## src/rtl/gb_cpu_fetch_unit.sv

```systemverilog
// Instruction-byte fetch responder: serves one decoder byte request at a time from
// memory at PC, tags the byte with the request kind and address, and owns PC loads.
module gb_cpu_fetch_unit #(
    parameter logic [15:0] RESET_PC = 16'h0000
) (
    input  logic        clk,
    input  logic        rst_n,
    input  logic        req_valid,
    input  logic [2:0]  req_kind,
    output logic        req_ready,
    output logic        rsp_valid,
    input  logic        rsp_ready,
    output logic [7:0]  rsp_data,
    output logic [2:0]  rsp_kind,
    output logic [15:0] rsp_pc,
    input  logic        pc_load,
    input  logic [15:0] pc_load_value,
    output logic [15:0] pc,
    output logic        mem_rd,
    output logic [15:0] mem_addr,
    input  logic [7:0]  mem_rdata,
    input  logic        mem_rdata_valid
);

    localparam logic [1:0] ST_IDLE  = 2'd0;
    localparam logic [1:0] ST_FETCH = 2'd1;
    localparam logic [1:0] ST_RESP  = 2'd2;
    localparam logic [1:0] ST_DRAIN = 2'd3;

    logic [1:0]  state;
    logic [15:0] addr_q;

    // A pending PC load blocks acceptance so the request never reads a stale PC.
    assign req_ready = rst_n && (state == ST_IDLE) && !pc_load;
    assign mem_addr  = addr_q;

    always_ff @(posedge clk) begin
        if (!rst_n) begin
            state     <= ST_IDLE;
            pc        <= RESET_PC;
            addr_q    <= 16'h0000;
            mem_rd    <= 1'b0;
            rsp_valid <= 1'b0;
            rsp_data  <= 8'h00;
            rsp_kind  <= 3'b000;
            rsp_pc    <= 16'h0000;
        end else begin
            if (pc_load) begin
                pc <= pc_load_value;
            end
            case (state)
                ST_IDLE: begin
                    if (req_valid && req_ready) begin
                        rsp_kind <= req_kind;
                        addr_q   <= pc;
                        mem_rd   <= 1'b1;
                        state    <= ST_FETCH;
                    end
                end
                ST_FETCH: begin
                    // The bus read cannot be cancelled: without data in hand, wait it out in DRAIN.
                    if (pc_load) begin
                        mem_rd <= 1'b0;
                        state  <= mem_rdata_valid ? ST_IDLE : ST_DRAIN;
                    end else if (mem_rdata_valid) begin
                        mem_rd    <= 1'b0;
                        rsp_data  <= mem_rdata;
                        rsp_pc    <= addr_q;
                        rsp_valid <= 1'b1;
                        pc        <= pc + 16'd1;
                        state     <= ST_RESP;
                    end
                end
                ST_RESP: begin
                    if (pc_load || rsp_ready) begin
                        rsp_valid <= 1'b0;
                        state     <= ST_IDLE;
                    end
                end
                ST_DRAIN: begin
                    if (mem_rdata_valid && !pc_load) begin
                        state <= ST_IDLE;
                    end
                end
                default: state <= ST_IDLE;
            endcase
        end
    end

endmodule

```

## config.mk

```make
export PLATFORM = sky130hd
export DESIGN_NAME = gb_cpu_fetch_unit
export DESIGN_NICKNAME = d
export VERILOG_FILES = /design/src/rtl/gb_cpu_fetch_unit.sv
export SDC_FILE = /design/constraint.sdc
export NUM_CORES = 1
export LEC_CHECK = 0
export CAP_MARGIN = 10
export CORE_ASPECT_RATIO = 0.9
export CORE_MARGIN = 8
export CORE_UTILIZATION = 45
export CTS_CLUSTER_DIAMETER = 200
export CTS_CLUSTER_SIZE = 25
export DETAILED_ROUTE_END_ITERATION = 6
export PLACE_DENSITY = 0.91
export SLEW_MARGIN = 30
export SYNTH_ARGS = -nofsm -noshare
export SYNTH_HDL_FRONTEND = slang
export SYNTH_SLANG_ARGS = --single-unit
```

## constraint.sdc

```tcl
create_clock -name clk -period 2.25 [get_ports clk]
set_input_delay 0.45 -clock clk [delete_from_list [all_inputs] [get_ports clk]]
set_output_delay 0.45 -clock clk [all_outputs]
set_load 0.01 [all_outputs]
```

==> impl_metrics.sql, run 1 <==
INSERT INTO impl_metrics (metric_group, metric, value, unit) VALUES
('placed_design', 'dp_cells', '482', ''),
('power', 'vdd_drop_max', '367', 'uV'),
('logic_synthesis', 'synth-edff-count', '0', ''),
('setup_path', 'timing.critical_path.slowest_stage_cell', 'sky130_fd_sc_hd__clkdlybuf4s50_1', ''),
('setup_path', 'worstSetupPathDepth', '4', ''),
('timing', 'shortest_period_the_worst_path_allows', '2.17', 'ns'),
('timing', 'rsz0062_at_grt', 'false', ''),
('logic_synthesis', 'post_synth_inst_count', '323', ''),
('timing', 'transition_time_at_the_pin_with_the_least_slew_margin', '0.521', 'ns'),
('die', 'floorplan.die_area', '8710', 'sq um'),
('timing', 'post-route-period-util', '96.6', '%'),
('finish', 'area_taken_by_multi_input_logic_gates', '1320', 'sq um'),
('setup_path', 'start_kind', 'primary input', ''),
('placed_design', 'finalWeightedCongestion', '0.960', ''),
('clock_network', 'worstSkewPairLatency', '0.33', 'ns'),
('clock_network', 'cts_buffers', '9', ''),
('global_routing', 'number_of_global_route_vias_before_repair', '2588', ''),
('setup_path', 'cp_num_buf_inv', '2', ''),
('logic_synthesis', 'synth_register_bits', '63', ''),
('placed_design', 'hpwl', '5.51', 'mm'),
('clock_network', 'clk_path_buf_depth', '2', ''),
('drt', 'routed_wirelength', '7.62', 'mm'),
('finish', 'fill_cells', '462', ''),
('drt', 'routed-via-count', '2675', ''),
('timing', 'final-hold-violation-count', '0', ''),
('clock_network', 'holdBufCountCts', '0', ''),
('clock_network', 'root_buffer', 'sky130_fd_sc_hd__clkbuf_8', ''),
('hold_path', 'hold_depth', '2', ''),
('logic_synthesis', 'ys_dominant_reg_cell', 'sky130_fd_sc_hd__dfxtp_1', ''),
('logic_synthesis', 'netlist_area', '2690', 'sq um'),
('die', 'floorplan.die.height', '89.4', 'um'),
('finish', 'finalNetCount', '457', ''),
('timing', 'maxSlewHeadroom', '65.2', '%'),
('global_routing', 'grt_usage', '17.6', '%'),
('global_routing', 'grt_antenna_before_repair', '0', ''),
('placed_design', 'placed_area', '3750', 'sq um'),
('timing', 'max_clock_freq', '460', 'MHz'),
('clock_network', 'tritoncts', 'built', ''),
('power', 'total_power_density_per_cell_area', '600', 'nW/um^2'),
('die', 'core_area', '5730', 'sq um'),
('finish', 'fraction_of_layout_instances_using_a_drive_strength_above_1', '8.41', '%'),
('setup_path', 'critical_path_most_common_cell', 'sky130_fd_sc_hd__clkdlybuf4s50_1', ''),
('run_status', 'status', 'complete, no violations', ''),
('logic_synthesis', 'synthesized_netlist_net_count', '357', ''),
('finish', 'design_area', '3930', 'sq um'),
('setup_path', 'crit_type', 'in -> out', ''),
('setup_path', 'arrival', '1.72', 'ns'),
('finish', 'insertedDiodeCount', '0', ''),
('finish', 'layout.area.seq', '1260', 'sq um'),
('drt', 'drt_drc_violations_left', '0', ''),
('finish', 'areaGrowthSynthToFinish', '46.0', '%'),
('setup_path', 'path_max_fanout', '2', ''),
('setup_path', 'worstSetupEndpointType', 'output port', ''),
('timing', 'drv_slew', '0', ''),
('setup_path', 'reg2reg_depth', '4', ''),
('finish', 'finish.cell_count_without_fillers', '498', ''),
('global_routing', 'gr-total-overflow', '0', ''),
('clock_network', 'cts-htree-levels', '3', ''),
('drt', 'detail_route.vias_per_cell', '5.37', ''),
('setup_path', 'timing.critical_path.cells', 'clkdlybuf4s50_1 -> nor3_2 -> and2_1 -> clkdlybuf4s50_1', ''),
('placed_design', 'number_of_buffers_added_on_ports', '94', ''),
('logic_synthesis', 'ys_types', '37', ''),
('clock_network', 'postCtsSetupRepairBufs', '0', ''),
('drt', 'drt-initial-drc-count', '123', ''),
('drt', 'wl_per_cell', '15.3', 'um'),
('global_routing', 'grt_first_pass_wirelength', '12.4', 'mm'),
('die', 'die_width', '97.5', 'um'),
('global_routing', 'largest_net_degree_at_the_start_of_global_routing', '66', ''),
('run', 'max_cap_viol_count', '0', ''),
('hold_path', 'holdCritPathClass', 'reg -> reg', ''),
('logic_synthesis', 'ys_async_sr_fraction', '0', '%');
## kinds of logic (layout without fill, tap and decap cells)
family,Yosys count,after routing,share of synthesized area [%]
AO/OA/AOI/OAI,87,87,22.0
XOR/XNOR,9,9,2.93
adder cells (fa/ha/maj),1,1,0.465
buffers and inverters,27,132,4.33
flip-flops,63,63,46.9
multiplexers,1,1,0.372
AND/OR/NAND/NOR,135,135,23.0
## Yosys cell counts, types with 5 or more instances
master,instances,area share [%]
sky130_fd_sc_hd__or4_1,5,1.4
sky130_fd_sc_hd__o21ai_0,17,3.2
sky130_fd_sc_hd__xnor2_1,6,2.0
sky130_fd_sc_hd__a31oi_1,6,1.4
sky130_fd_sc_hd__a21oi_1,9,1.7
sky130_fd_sc_hd__o31ai_1,5,1.4
sky130_fd_sc_hd__nand2_1,96,13
sky130_fd_sc_hd__dfxtp_1,63,47
sky130_fd_sc_hd__a21boi_0,44,12
sky130_fd_sc_hd__clkbuf_1,18,2.5
sky130_fd_sc_hd__nand3_1,11,2.0
## per-stage QoR
step	setup slack [ns]	power (W)	hold slack, ns	setup TNS, ns	util [%]
after floorplan	0.349	0.00134	0.488	0	-
after global placement	0.00316	0.00151	0.449	0	65.6
after detailed placement	-0.0332	0.00152	0.457	-0.0601	65.6
after CTS	0.00953	0.00237	0.466	0	68.5
after global routing	0.00960	0.00247	0.490	0	68.6
final	0.0772	0.00236	0.460	0	68.6
## worst register-to-register path, cell delays in order (launching register included)
cell                       delay, ns
sky130_fd_sc_hd__dfxtp_1        0.55
sky130_fd_sc_hd__nand3b_4       0.11
sky130_fd_sc_hd__or4_4          0.54
sky130_fd_sc_hd__or4_1          0.41
sky130_fd_sc_hd__a31oi_1        0.18
## sequential cells by signal (all words and copies together) (netlist names)
| signal | cells |
|---|---|
| mem_addr | 16 |
| pc | 16 |
| rsp_pc | 16 |
| rsp_data | 8 |
| rsp_kind | 3 |
| state | 2 |
| mem_rd | 1 |
| rsp_valid | 1 |
## per-layer routing
metal	routed length, um	track usage [%]
met4	183	9.20
met2	3220	26.5
met5	0	0
met3	642	6.11
met1	3570	22.0
## final timing paths
| check | slack (ns) | start | end |
|---|---|---|---|
| setup / recovery | 0.08 | pc_load | req_ready |
| hold / removal | 0.46 | rsp_pc[3]$_SDFFE_PN0P_ | rsp_pc[3]$_SDFFE_PN0P_ |
| setup reg to reg | 0.37 | state[0]$_SDFFE_PN0P_ | pc[15]$_SDFF_PN0_ |
| hold reg to reg | 0.46 | rsp_pc[3]$_SDFFE_PN0P_ | rsp_pc[3]$_SDFFE_PN0P_ |
## where the power goes
| group | switching, W | internal [W] | total (W) | leakage [nW] |
|---|---|---|---|---|
| clock | 0.000398 | 0.000463 | 0.000861 | 0.0850 |
| sequential | 0.0000434 | 0.00115 | 0.00119 | 0.513 |
| combinational | 0.000131 | 0.000170 | 0.000301 | 0.759 |
| total | 0.000572 | 0.00178 | 0.00236 | 1.36 |
## cells in the final DEF (no fill, tap or decap), types with 2 or more instances in the layout
master	count
sky130_fd_sc_hd__clkbuf_8	11
sky130_fd_sc_hd__dfxtp_1	63
sky130_fd_sc_hd__o31ai_1	5
sky130_fd_sc_hd__nand4_1	3
sky130_fd_sc_hd__clkdlybuf4s50_1	93
sky130_fd_sc_hd__nand2b_1	2
sky130_fd_sc_hd__o211a_1	2
sky130_fd_sc_hd__nor3_1	2
sky130_fd_sc_hd__xor2_1	3
sky130_fd_sc_hd__a31oi_1	6
sky130_fd_sc_hd__inv_1	3
sky130_fd_sc_hd__and4_1	2
sky130_fd_sc_hd__nand3_1	11
sky130_fd_sc_hd__buf_4	19
sky130_fd_sc_hd__and2_1	2
sky130_fd_sc_hd__clkbuf_1	5
sky130_fd_sc_hd__a21boi_0	44
sky130_fd_sc_hd__or4_1	5
sky130_fd_sc_hd__nand2_1	96
sky130_fd_sc_hd__o21ai_0	17
sky130_fd_sc_hd__xnor2_1	6
sky130_fd_sc_hd__a21oi_1	9
sky130_fd_sc_hd__nor4_1	3
## area by class of cell
| cell class | count | area share [%] |
|---|---|---|
| Inverter | 3 | 0.287 |
| Sequential cell | 63 | 32.1 |
| Clock buffer | 16 | 4.33 |
| Multi-Input combinational cell | 233 | 33.6 |
| Tap cell | 70 | 2.23 |
| Timing Repair Buffer | 113 | 27.5 |
No activity file was read; power rests on OpenSTA's default activity.
==> inputs of run 2 (changes only) <==
--- a/config.mk
+++ b/config.mk
@@ -5,14 +5,15 @@
 export SDC_FILE = /design/constraint.sdc
 export NUM_CORES = 1
 export LEC_CHECK = 0
-export CAP_MARGIN = 10
+export CAP_MARGIN = 20
 export CORE_ASPECT_RATIO = 0.9
 export CORE_MARGIN = 8
-export CORE_UTILIZATION = 45
+export CORE_UTILIZATION = 40
 export CTS_CLUSTER_DIAMETER = 200
 export CTS_CLUSTER_SIZE = 25
 export DETAILED_ROUTE_END_ITERATION = 6
-export PLACE_DENSITY = 0.91
+export PLACE_DENSITY = 0.86
+export REMOVE_ABC_BUFFERS = 1
 export SLEW_MARGIN = 30
 export SYNTH_ARGS = -nofsm -noshare
 export SYNTH_HDL_FRONTEND = slang
==> constraint.sdc (replaced) <==
create_clock -name clk -period 1.87 [get_ports clk]
set_input_delay 0.374 -clock clk [delete_from_list [all_inputs] [get_ports clk]]
set_output_delay 0.374 -clock clk [all_outputs]
set_load 0.01 [all_outputs]
==> impl_metrics.sql, run 2 (synthesis gave the netlist of run 1 again) <==
INSERT INTO impl_metrics (metric_group, metric, value, unit) VALUES
('finish', 'fraction_of_layout_instances_using_a_drive_strength_above_1', '11.4', '%'),
('setup_path', 'timing.critical_path.cells', 'clkdlybuf4s50_1', ''),
('placed_design', 'placed_area', '3880', 'sq um'),
('global_routing', 'largest_net_degree_at_the_start_of_global_routing', '46', ''),
('timing', 'clock-skew-final', '0.00812', 'ns'),
('power', 'power_switching_share', '22.9', '%'),
('hold_path', 'holdCritPathClass', 'reg -> reg', ''),
('timing', 'final-hold-violation-count', '0', ''),
('finish', 'final_core_utilization', '62.8', '%'),
('global_routing', 'grt_antenna_before_repair', '0', ''),
('clock_network', 'cts-htree-levels', '3', ''),
('global_routing', 'grt_usage', '16.5', '%'),
('drt', 'drt-initial-drc-count', '176', ''),
('die', 'die_width', '102', 'um'),
('die', 'floorplan.die_area', '9610', 'sq um'),
('finish', 'most_frequent_standard_cell_in_the_layout_excluding_fill_and_tap_cells', 'sky130_fd_sc_hd__nand2_1', ''),
('power', 'sequentialPowerShare', '45.7', '%'),
('placed_design', 'hpwl', '5.87', 'mm'),
('finish', 'fill_cells', '570', ''),
('global_routing', 'grt_first_pass_wirelength', '12.6', 'mm'),
('global_routing', 'number_of_global_route_vias_before_repair', '2675', ''),
('power', 'vdd_drop_max', '362', 'uV'),
('timing', 'post-route-period-util', '97.6', '%'),
('finish', 'area_taken_by_multi_input_logic_gates', '1320', 'sq um'),
('setup_path', 'required', '1.50', 'ns'),
('finish', 'finish.cell_count_without_fillers', '527', ''),
('power', 'internal_power', '0.00242', 'W'),
('clock_network', 'clkSinkCount', '63', ''),
('drt', 'routed-via-count', '2682', ''),
('placed_design', 'dp_cells', '511', ''),
('run', 'max_cap_viol_count', '0', ''),
('setup_path', 'regToRegStartpoint', 'state[1]$_SDFFE_PN0P_', ''),
('hold_path', 'hold_path.startpoint', 'rsp_pc[4]$_SDFFE_PN0P_', ''),
('finish', 'finalNetCount', '466', ''),
('drt', 'drt_drc_violations_left', '0', ''),
('timing', 'final_critical_path_setup_slack', '0.0452', 'ns'),
('power', 'share_comb_of_total_power', '12.0', '%'),
('finish', 'design_area', '4110', 'sq um'),
('run_status', 'status', 'complete, no violations', ''),
('power', 'total_power_density_per_cell_area', '764', 'nW/um^2'),
('timing', 'finalSetupViolations', '0', ''),
('die', 'rows', '28', ''),
('die', 'core_area', '6550', 'sq um'),
('timing', 'max_clock_freq', '548', 'MHz'),
('die', 'floorplan.die.height', '93.8', 'um'),
('finish', 'layout.area.seq', '1260', 'sq um'),
('finish', 'areaGrowthSynthToFinish', '52.9', '%'),
('clock_network', 'cts_buffers', '9', ''),
('timing', 'rsz0062_at_grt', 'false', ''),
('clock_network', 'holdBufCountCts', '0', ''),
('setup_path', 'crit_type', 'reg -> out', ''),
('drt', 'drt_first_pass_iters', '4', ''),
('clock_network', 'root_buffer', 'sky130_fd_sc_hd__clkbuf_8', ''),
('drt', 'detail_route.vias_per_cell', '5.09', ''),
('finish', 'layout_common_cells', '96 x sky130_fd_sc_hd__nand2_1, 91 x sky130_fd_sc_hd__clkdlybuf4s50_1, 61 x sky130_fd_sc_hd__dfxtp_1, 44 x sky130_fd_sc_hd__a21boi_0, 25 x sky130_fd_sc_hd__buf_4', ''),
('finish', 'insertedDiodeCount', '0', ''),
('power', 'power.net_switching', '0.000719', 'W'),
('setup_path', 'worstSetupEndpointType', 'output port', ''),
('setup_path', 'path_delay_family', 'buffers and inverters', ''),
('clock_network', 'tritoncts', 'built', ''),
('drt', 'routed_wirelength', '7.94', 'mm'),
('setup_path', 'critical-path-max-stage-delay', '0.62', 'ns'),
('power', 'total_power', '0.00314', 'W'),
('clock_network', 'clk_path_buf_depth', '2', ''),
('drt', 'final_antenna_net_count', '0', ''),
('drt', 'wl_per_cell', '15.1', 'um'),
('placed_design', 'dp_worst_setup_slack', '-0.349', 'ns'),
('timing', 'shortest_period_the_worst_path_allows', '1.82', 'ns'),
('setup_path', 'worstSetupStartpoint', 'pc[9]$_SDFF_PN0_', ''),
('setup_path', 'cp_num_buf_inv', '1', ''),
('timing', 'transition_time_at_the_pin_with_the_least_slew_margin', '0.375', 'ns'),
('setup_path', 'timing.critical_path.slowest_stage_cell', 'sky130_fd_sc_hd__clkdlybuf4s50_1', ''),
('clock_network', 'worstSkewPairLatency', '0.33', 'ns'),
('power', 'power_frac_clock', '42.3', '%'),
('die', 'initial_core_util', '41.1', '%'),
('clock_network', 'cts.reportedPaths.clkPinSlew', '0.07', 'ns'),
('power', 'total_leakage_power', '1.44', 'nW'),
('setup_path', 'arrival', '1.45', 'ns'),
('setup_path', 'path_max_fanout', '8', ''),
('timing', 'maxSlewHeadroom', '75.0', '%'),
('placed_design', 'number_of_buffers_added_on_ports', '94', ''),
('die', 'num_io_pins', '95', ''),
('timing', 'drv_slew', '0', ''),
('setup_path', 'start_kind', 'flop', ''),
('global_routing', 'gr-total-overflow', '0', ''),
('placed_design', 'finalWeightedCongestion', '0.858', '');
run 2: changes by cell type in the layout (fill, tap and decap cells not counted), sizes merged:
cell           delta
clkinv            +1
clkdlybuf4s50     -2
dlygate4sd2       +2
bufinv            +2
buf               +9
clkbuf            -3
run 2: per-layer routing:
layer	track usage [%]	part of all wire, %
met1	18.3	43
met5	0	0
met3	5.85	6.9
met4	5.98	1.6
met2	28.4	49
run 2: path summary, 6_finish.rpt:
kind                            end  slack [ns]  depth (start not counted)
max reg2reg       pc[15]$_SDFF_PN0_        0.09                          4
min          rsp_pc[4]$_SDFFE_PN0P_        0.46                          2
max                           pc[9]        0.05                          1
min reg2reg  rsp_pc[4]$_SDFFE_PN0P_        0.46                          2
run 2: power by group through the flow:
stage | combinational [W] | clock [W] | sequential (W)
detailed placement | 0.000378 | 0 | 0.00146
global placement | 0.000371 | 0 | 0.00146
CTS | 0.000381 | 0.00136 | 0.00143
finish | 0.000378 | 0.00133 | 0.00144
floorplan | 0.000111 | 0 | 0.00148
global route | 0.000410 | 0.00142 | 0.00144
run 2: what timing repair did:
action / 4_1_cts / 5_1_grt
gates resized for setup: 5 / 0
endpoints found under the setup margin: 2 / 0
hold endpoints to repair: 0 / 0
buffers inserted: 0 / 0
run 2: cell type report:
type | count | area share, %
flip-flops and latches | 63 | 30.7
clock buffers | 13 | 3.86
multi-input cells | 233 | 32.1
inverters | 3 | 0.274
well taps | 90 | 2.74
repair buffers | 122 | 28.7
clock inverters | 3 | 1.58
run 2: per-stage QoR:
step                hold WS (ns)  setup TNS (ns)
finish                     0.460               0
detailed placement         0.457           -1.53
global route               0.492               0
CTS                        0.465               0
global placement           0.449           -1.28
floorplan                  0.488               0
==> inputs of run 3 (changes only) <==
--- a/config.mk
+++ b/config.mk
@@ -12,6 +12,7 @@
 export CTS_CLUSTER_DIAMETER = 200
 export CTS_CLUSTER_SIZE = 25
 export DETAILED_ROUTE_END_ITERATION = 6
+export GPL_TIMING_DRIVEN = 0
 export PLACE_DENSITY = 0.86
 export REMOVE_ABC_BUFFERS = 1
 export SLEW_MARGIN = 30
==> impl_metrics.sql, run 3 (synthesis gave the netlist of run 1 again) <==
INSERT INTO impl_metrics (metric_group, metric, value, unit) VALUES
('setup_path', 'arrival', '1.43', 'ns'),
('setup_path', 'path_delay_family', 'buffers and inverters', ''),
('finish', 'area_taken_by_multi_input_logic_gates', '1340', 'sq um'),
('global_routing', 'number_of_global_route_vias_before_repair', '2475', ''),
('timing', 'final-hold-violation-count', '0', ''),
('setup_path', 'start_kind', 'flop', ''),
('drt', 'detail_route.vias_per_cell', '5.07', ''),
('placed_design', 'finalWeightedCongestion', '0.797', ''),
('setup_path', 'required', '1.50', 'ns'),
('drt', 'routed_wirelength', '7.62', 'mm'),
('placed_design', 'placed_area', '3670', 'sq um'),
('finish', 'areaGrowthSynthToFinish', '45.3', '%'),
('die', 'initial_core_util', '41.1', '%'),
('drt', 'routed-via-count', '2555', ''),
('global_routing', 'grt_usage', '16.2', '%'),
('finish', 'insertedDiodeCount', '0', ''),
('finish', 'design_area', '3910', 'sq um'),
('clock_network', 'cts.reportedPaths.clkPinSlew', '0.06', 'ns'),
('timing', 'clock-skew-final', '0.00705', 'ns'),
('timing', 'maxSlewHeadroom', '60.1', '%'),
('drt', 'wl_per_cell', '15.1', 'um'),
('global_routing', 'grt_antenna_before_repair', '0', ''),
('drt', 'drt_drc_violations_left', '0', ''),
('die', 'die_width', '102', 'um'),
('setup_path', 'timing.critical_path.slowest_stage_cell', 'sky130_fd_sc_hd__clkdlybuf4s50_1', ''),
('finish', 'fill_cells', '595', ''),
('finish', 'finish.cell_count_without_fillers', '504', ''),
('placed_design', 'hpwl', '5.43', 'mm'),
('global_routing', 'largest_net_degree_at_the_start_of_global_routing', '44', ''),
('timing', 'drv_slew', '0', ''),
('power', 'total_power_density_per_cell_area', '717', 'nW/um^2'),
('setup_path', 'worstSetupEndpointType', 'output port', ''),
('placed_design', 'dp_cells', '484', ''),
('clock_network', 'clk_path_buf_depth', '2', ''),
('clock_network', 'cts_buffers', '9', ''),
('clock_network', 'holdBufCountCts', '0', ''),
('global_routing', 'gr-total-overflow', '0', ''),
('setup_path', 'path_max_fanout', '7', ''),
('clock_network', 'cts-htree-levels', '3', ''),
('drt', 'drt_first_pass_iters', '4', ''),
('timing', 'transition_time_at_the_pin_with_the_least_slew_margin', '0.597', 'ns'),
('die', 'core_area', '6550', 'sq um'),
('die', 'floorplan.die.height', '93.8', 'um'),
('timing', 'post-route-period-util', '96.4', '%'),
('clock_network', 'worstSkewPairLatency', '0.33', 'ns'),
('timing', 'max_clock_freq', '555', 'MHz'),
('drt', 'drt-initial-drc-count', '124', ''),
('finish', 'most_frequent_standard_cell_in_the_layout_excluding_fill_and_tap_cells', 'sky130_fd_sc_hd__nand2_1', ''),
('drt', 'final_antenna_net_count', '0', ''),
('finish', 'layout.area.seq', '1280', 'sq um'),
('die', 'rows', '28', ''),
('global_routing', 'grt_first_pass_wirelength', '12.3', 'mm'),
('die', 'num_io_pins', '95', ''),
('clock_network', 'tritoncts', 'built', ''),
('setup_path', 'cp_num_buf_inv', '1', ''),
('finish', 'fraction_of_layout_instances_using_a_drive_strength_above_1', '9.66', '%'),
('finish', 'finalNetCount', '445', ''),
('run', 'max_cap_viol_count', '0', ''),
('die', 'floorplan.die_area', '9610', 'sq um'),
('run_status', 'status', 'complete, no violations', ''),
('setup_path', 'crit_type', 'reg -> out', ''),
('timing', 'tns', '0', 'ns'),
('power', 'total_leakage_power', '1.31', 'nW'),
('timing', 'rsz0062_at_grt', 'false', ''),
('setup_path', 'timing.critical_path.cells', 'clkdlybuf4s50_1', ''),
('setup_path', 'critical-path-max-stage-delay', '0.62', 'ns'),
('clock_network', 'clkSinkCount', '63', ''),
('clock_network', 'root_buffer', 'sky130_fd_sc_hd__clkbuf_8', ''),
('hold_path', 'holdCritPathClass', 'reg -> reg', ''),
('timing', 'shortest_period_the_worst_path_allows', '1.80', 'ns'),
('power', 'total_power', '0.00280', 'W'),
('placed_design', 'number_of_buffers_added_on_ports', '94', ''),
('finish', 'layout_common_cells', '95 x sky130_fd_sc_hd__nand2_1, 90 x sky130_fd_sc_hd__clkdlybuf4s50_1, 55 x sky130_fd_sc_hd__dfxtp_1, 44 x sky130_fd_sc_hd__a21boi_0, 17 x sky130_fd_sc_hd__o21ai_0', ''),
('power', 'vdd_drop_max', '477', 'uV'),
('timing', 'finalSetupViolations', '0', ''),
('timing', 'finalHoldWorstSlack', '0.458', 'ns');
[run 3: cell count changes in the layout (fill, tap and decap cells not counted), sizes merged]
cell and change:
dlygate4sd2 -1, buf -20, inv -1, clkdlybuf4s50 -1, clkbuf +1, bufinv -2, clkinvlp +1
[run 3: area by class of cell]
type                    instances  area share (%)
multi-input cells             233            34.3
flip-flops and latches         63            32.7
repair buffers                101            25.6
inverters                       3           0.384
clock inverters                 1           0.128
clock buffers                  13            4.07
well taps                      90            2.88
[run 3: timing repair]
item	in CTS	in global routing
endpoints found under the hold margin	0	0
gates resized for setup	17	10
setup endpoints to repair	51	44
pin swaps	2	2
setup buffers	3	3
[run 3: worst paths after layout]
check | from | end | slack (ns) | depth (start not counted)
worst max-delay path | pc[10]$_SDFF_PN0_ | pc[10] | 0.07 | 1
worst min register to register | rsp_pc[11]$_SDFFE_PN0P_ | rsp_pc[11]$_SDFFE_PN0P_ | 0.46 | 2
worst min-delay path | rsp_pc[11]$_SDFFE_PN0P_ | rsp_pc[11]$_SDFFE_PN0P_ | 0.46 | 2
worst max register to register | pc[2]$_SDFF_PN0_ | pc[15]$_SDFF_PN0_ | 0.07 | 4
[run 3: metrics by stage]
step	util, %	worst slack (ns)
after floorplan	-	0.0673
after global placement	55.5	-2.13
after detailed placement	56.0	-1.10
after CTS	59.1	0.00505
after global routing	59.7	0.00151
final	59.7	0.0680
[run 3: worst register-to-register path, cell delays in order, from the launching register on]
cell                      delay (ns)
sky130_fd_sc_hd__dfxtp_2        0.40
sky130_fd_sc_hd__nand4_1        0.15
sky130_fd_sc_hd__or4_4          0.59
sky130_fd_sc_hd__or4_1          0.42
sky130_fd_sc_hd__a31oi_1        0.17
[run 3: per-layer routing]
metal  global-route usage (%)  routed length, um
met5                        0                  0
met4                     6.35                111
met3                     4.52                449
met2                     26.8               3710
met1                     19.2               3350
[run 3: power breakdown]
| part | switching [W] | leakage, nW | internal [W] | total (W) |
|---|---|---|---|---|
| registers | 0.0000604 | 0.516 | 0.00139 | 0.00145 |
| logic | 0.000147 | 0.714 | 0.000194 | 0.000342 |
| clock network | 0.000477 | 0.0854 | 0.000538 | 0.00102 |
| total | 0.000685 | 1.31 | 0.00212 | 0.00280 |
